`config.mk`:
```
export PLATFORM = sky130hd
export DESIGN_NAME = multu_sequencer
export DESIGN_NICKNAME = d
export VERILOG_FILES = /design/src/rtl/multu_sequencer.sv
export SDC_FILE = /design/constraint.sdc
export NUM_CORES = 1
export LEC_CHECK = 0
export ABC_AREA = 1
export CORE_MARGIN = 1
export CORE_UTILIZATION = 35
export DETAILED_ROUTE_END_ITERATION = 8
export PLACE_DENSITY = 0.66
export SYNTH_ARGS = -nofsm -noshare
export SYNTH_HDL_FRONTEND = slang
export SYNTH_SLANG_ARGS = --single-unit
```
`constraint.sdc`:
```
create_clock -name clk -period 2 [get_ports clk]
set_clock_uncertainty 0.2 [all_clocks]
set_input_delay 0.5 -clock clk [delete_from_list [all_inputs] [get_ports clk]]
set_output_delay 0.5 -clock clk [all_outputs]
set_load 0.005 [all_outputs]
```
`src/rtl/multu_sequencer.sv`:
```
// Control sequencer for an iterative unsigned multiply: broadcasts the ALU op code,
// drives multiplier load/step strobes, and writes Hi/Lo after WIDTH shift-add steps.
module multu_sequencer #(
  parameter int         WIDTH       = 32,
  parameter logic [5:0] FUNCT_MULTU = 6'd25,
  parameter logic [5:0] HILO_OPEN   = 6'b111111
) (
  input  logic                     clk,
  input  logic                     rst,
  input  logic                     valid,
  input  logic [5:0]               funct,
  output logic [5:0]               op_out,
  output logic                     mul_load,
  output logic                     mul_step,
  output logic                     hilo_we,
  output logic [$clog2(WIDTH):0]   mul_count,
  output logic                     busy,
  output logic                     done,
  output logic                     stall
);

  localparam int            CW   = $clog2(WIDTH) + 1;
  localparam logic [CW-1:0] LAST = CW'(WIDTH - 1);

  typedef enum logic [1:0] {
    S_IDLE  = 2'd0,
    S_LOAD  = 2'd1,
    S_RUN   = 2'd2,
    S_WRITE = 2'd3
  } state_t;

  state_t        r_state;
  logic [5:0]    r_op;
  logic [CW-1:0] r_count;

  logic w_is_multu;
  logic w_idle;

  assign w_is_multu = (funct == FUNCT_MULTU);
  assign w_idle     = (r_state == S_IDLE);

  always_ff @(posedge clk or posedge rst) begin
    if (rst) begin
      r_state <= S_IDLE;
      r_op    <= 6'd0;
      r_count <= '0;
    end else begin
      case (r_state)
        S_IDLE: begin
          r_count <= '0;
          if (valid) begin
            if (w_is_multu) begin
              r_state <= S_LOAD;
              r_op    <= FUNCT_MULTU;
            end else begin
              r_op    <= funct;
            end
          end
        end
        S_LOAD: begin
          r_count <= '0;
          r_op    <= FUNCT_MULTU;
          r_state <= S_RUN;
        end
        S_RUN: begin
          // Count saturates at WIDTH on the final step; WRITE clears it.
          r_count <= r_count + 1'b1;
          if (r_count == LAST) begin
            r_state <= S_WRITE;
            r_op    <= HILO_OPEN;
          end else begin
            r_op    <= FUNCT_MULTU;
          end
        end
        S_WRITE: begin
          r_count <= '0;
          r_state <= S_IDLE;
        end
        default: begin
          r_count <= '0;
          r_state <= S_IDLE;
        end
      endcase
    end
  end

  // Strobes are pure state decodes, so they are one-hot by construction.
  assign mul_load  = (r_state == S_LOAD);
  assign mul_step  = (r_state == S_RUN);
  assign hilo_we   = (r_state == S_WRITE);
  assign done      = (r_state == S_WRITE);
  assign busy      = !w_idle;
  assign stall     = busy | (valid & w_is_multu & w_idle);
  assign op_out    = r_op;
  assign mul_count = r_count;

endmodule

```
# [Word-level counts from Yosys, hierarchy flattened]
# Index checks and enable logic that the tools add are counted.
[word_totals] ff_bits=14 in_bits=9 out_inout_bits=18 wordCells=30
[classes] add_sub_neg=1 n_mux=9 n_reduce_logical=6 bitwise=3 eq_ne=8
[ops] op="$mux W6" n=3
[ops] op="$pmux W6 S3" n=1
[ops] op="$eq A6 B5 Y1 const B" n=2
[ops] op="$pmux W6 S2" n=1
[ops] op="$pmux W2 S4" n=1
[ops] op="$add A6 B1 Y6 const B" n=1
[ops] op="$mux W2" n=3
[ops] op="$eq A2 B2 Y1 const B" n=2
[ops] op="$ne A2 B2 Y1 const B" n=2
[ops] op="$reduce_and A3 Y1" n=1
[ops] op="$reduce_bool A3 Y1" n=1
[ops] op="$reduce_or A3 Y1" n=1
[ops] op="$and A1 B1 Y1" n=2
[ops] op="$eq A2 B1 Y1 const B" n=1
[ops] op="$logic_not A2 Y1" n=1
[ops] op="$ne A2 B1 Y1 const B" n=1
[ops] op="$reduce_and A2 Y1" n=1
[ops] op="$logic_not A1 Y1" n=1
[ops] op="$or A1 B1 Y1" n=1

# [Logic depth before layout (Yosys ltp)]
[logic_depth] ltp_word=4 mapped_depth=8 depth_no_buf=8

# [Worst setup path before layout]
# No wires, ideal clock.
[synth_timing] path_kind="register to register" start="reg r_state[0]" end="reg r_op[1], in the netlist op_out[1]" t_arrival_ps=1177 path_buffers=0 period_less_slack_ps=1501 path_slack_ps=499 required_ps=1676 stages_incl_launch_ff=8 setup_ps=124 path_cell_list="dfrtp_1 inv_1 ha_1 nand2_2 nand2_4 inv_2 a21oi_1 a21oi_1"
[synth_between] elab_chain_cells=3 word_cells_on_any_way=7 classes_between="eq/ne: 3; mux: 1; reduce/logical: 3"
[synth_lines] item="start: declaration" line_no="32" text="state_t r_state;"
[synth_lines] item="start signal: assignment" line_no="44" text="r_state <= S_IDLE;"
[synth_lines] item="start signal: assignment" line_no="53" text="r_state <= S_LOAD;"
[synth_lines] item="start signal: assignment" line_no="63" text="r_state <= S_RUN;"
[synth_lines] item="$eq A2 B1 Y1, or another cell as far along" line_no="48" text="case (r_state)"
[synth_lines] item="$reduce_bool A3 Y1 (no line) or $ne A2 B2 Y1 (tied branches)"
[synth_lines] item="$reduce_and A2 Y1 (no line)"
[synth_lines] item="end signal: assignment" line_no="56" text="r_op <= funct;"
[synth_lines] item="end: declaration" line_no="33" text="logic [5:0] r_op;"
# Parallel ways exist; a longest one is shown, timed or not.
# A chain may end at the register's enable or synchronous reset.

# [Final worst setup path]
[layout_timing] start="in valid" end="reg r_state[0]"
[layout_between] elab_chain_cells=2
[layout_lines] item="start: declaration" line_no="10" text="input logic valid,"
[layout_lines] item="$ne A2 B2 Y1 (no line)"
[layout_lines] item="$reduce_and A3 Y1 (no line)"
# Every way passes these cells.

==> impl_metrics.toml <==
[outcome]
status = "finished clean"

[sta]
slew-limit-headroom = 0.641
fin_crit_ns = 1.96
fin_crit_sh = 0.982
worstMarginPinSlew_ns = 0.538
tns_ns = 0
hold_viol = 0
max_freq_mhz = 509
timing.hold.ws_ns = 0.293
setup_slack_ns = 0.0355
grt_setup_unrepaired = "false"
maxSlewViolCount = 0
setup_viol = 0

[floorplan]
die_area_um2 = 2260
io_pins = 27
core.rowCount = 16
die_w_um = 47.6
start_util = 0.371
fp.dieH_um = 47.6
core_um2 = 1960

[power]
p_int_mw = 1.04
finalPower_mw = 1.69
p_per_area_nw_per_um2 = 1460
ir_worst_vdd_mv = 0.777
p_sw_uw = 648
p_leak_nw = 0.548
pwr-share-seq = 0.264
p_sw_frac = 0.384
clkPwrFrac = 0.094
pwr-share-comb = 0.642

[place]
place_area_um2 = 1070
dp.final_hpwl_um = 1240
place.gp.congestion = 0.716
place.port_buffers = 26
placed_cells = 144
place_ws_ns = -0.478

[clock_tree]
cts_buffer_depth = 2
cts_tree = "done"
cts-root-buf = "clkbuf_4"
cts_made_buffers = 3
clkTransAtPathRegs_ns = 0.08
htreeDepth = 1
clk_latency_ns = 0.28
clock-sinks = 14

[grt]
gr-total-overflow = 0
gr-usage-all-layers = 0.161
grt_max_degree = 15
grtUsageMet3 = 0.0226
grt_pass1_wl_um = 2460
antenna_found_initial = 0
gr-usage-met2 = 0.288
busiest_layer = "met2"
grt_use_met1 = 0.187
first_global_vias = 581

[worst_setup_path]
cp_num_buf_inv = 9
r2r.worst_path.cells = 12
crit_arrival_ns = 1.94
crit_type = "in -> reg"
crit_family = "buffers and inverters"
cp.required_ns = 1.98
reg2reg_to = "r_state[0]$_DFFE_PP0P_"
worst-r2r-setup-slack_ns = 0.07
worst_setup_path_start_kind = "input port"
timing.rr.start = "r_state[1]$_DFFE_PP0P_"
critPathSlowestCell = "dlygate4sd2_1"
cp_common_cell = "buf_4"
cp_max_fo = 3
worstSetupEndpointType = "flip-flop"
slowest_delay_ns = 0.25
crit_chain = "dlygate4sd2_1 > inv_1 > nor2_1 > nand3_1 > nand2_2 > buf_4 > buf_4 > buf_4 > buf_4 > buf_4 > buf_4 > buf_6 > nand3_2 > nand2_1"

[detailed_routing]
viasPerCell = 4.52
first_iter_violations = 7
wl_per_cell_um = 10.6
drt_wl_total_um = 1640
vias = 696
ant_nets = 0
drtPass1Iterations = 4
drc = 0

[logic_synthesis]
ys_types = 18
synthFlopType = "dfrtp_1"
synth_area_um2 = 727
syn_nets = 99
syn_inst = 85
ys_warn_count = 0
synth.avg_cell_area_um2 = 8.55
synth_area_leaders = "dfrtp_1 48%, ha_1 8.6%, nor2_1 7.7%"
ys_seq_area_frac = 0.482
synth_top_area_frac = 0.482
ys_seq_elements = 14
async_flop_share = 1.00
synth-edff-count = 0
yosysMostFrequentCell = "nor2_1"
synth_area_leader_cell = "dfrtp_1"
synthTopCellsByCount = "15 x nor2_1, 14 x dfrtp_1, 11 x inv_1, 11 x nand2_1, 9 x a21oi_1"

[layout]
postLayoutCoreUtil = 0.588
area_growth_pct = 58.7
stdcell_area_um2 = 1150
final_layout_size_suffix_gt1_frac = 0.283
fin_nets = 143
n_antenna_cell = 0
instances_no_fill = 154

[hold_path]
hp-start = "mul_count[0]$_DFF_PP0_"
hold_depth = 1
hp-class = "reg -> reg"
hold_end = "mul_count[0]$_DFF_PP0_"

[run]
maxCapViolCount = 0
-- worst max-delay path by stage --
stage | cells past startpoint | slack (ns) | end | startpoint
2_1_floorplan | 7 | 0.50 | op_out[1]$_DFFE_PP0P_ | r_state[0]$_DFFE_PP0P_
3_3_place_gp | 6 | -0.46 | stall | funct[4]
3_5_place_dp | 6 | -0.48 | stall | valid
4_1_cts | 4 | 0.01 | busy | r_state[1]$_DFFE_PP0P_
5_1_grt | 15 | 0.002 | r_state[1]$_DFFE_PP0P_ | funct[0]
6_report | 14 | 0.04 | r_state[0]$_DFFE_PP0P_ | valid
-- flip-flops by register name, indices dropped and copies added, names as in the netlist --
name       cells
r_state        2
op_out         6
mul_count      6
-- per-layer routing --
layer / wire length [um] / vias up
li1: - / 354
met1: 671 / 321
met2: 881 / 18
met3: 60 / 3
met4: 27 / 0
met5: 0 / -
-- what timing repair did --
action,CTS,global route
hold endpoints to repair,0,0
hold buffers,0,0
endpoints found under the setup margin,6,7
gates resized for setup,20,12
buffers inserted,6,1
pin swaps,1,2
-- cells in the final DEF (no fill, tap or decap) --
cell,Yosys,final
ha_1,5,4
dfrtp_1,14,13
nor3_1,2,2
dfrtp_2,0,1
nand2_2,2,4
a31oi_1,1,1
inv_1,11,8
clkbuf_4,0,3
nand3_1,5,3
ha_4,0,1
xor2_1,1,1
o21ai_0,2,2
inv_2,1,4
nor2_1,15,15
clkbuf_2,0,1
nor2_2,1,1
a21oi_1,9,9
nand2_4,1,1
buf_6,0,1
nand3_2,2,4
clkdlybuf4s50_1,0,13
buf_4,1,13
clkdlybuf4s15_1,0,3
dlygate4sd2_1,0,8
nand2_1,11,9
o21ai_2,1,1
buf_2,0,1
-- logic make-up after synthesis --
group                    share of synthesized area
flip-flops                                   0.482
adder cells (fa/ha/maj)                     0.0861
AO/OA/AOI/OAI                               0.0964
XOR/XNOR                                    0.0121
buffers and inverters                       0.0723
AND/OR/NAND/NOR                              0.251
-- power groups by stage --
stage | Clock, mW | Combinational (mW) | Sequential, mW
floorplan | 0 | 0.459 | 0.457
global placement | 0 | 0.900 | 0.442
CTS | 0.166 | 1.01 | 0.441
detailed placement | 0 | 0.928 | 0.447
finish | 0.159 | 1.08 | 0.445
global route | 0.176 | 1.22 | 0.455
-- cell type report --
| cell class | count | area [um2] |
|---|---|---|
| fillers | 192 | 808 |
| flip-flops and latches | 14 | 352 |
| multi-input cells | 58 | 352 |
| repair buffers | 40 | 349 |
| inverters | 12 | 45.0 |
| well taps | 27 | 33.8 |
| clock buffers | 3 | 22.5 |
Note: power is estimated with default switching activity, not from simulation.
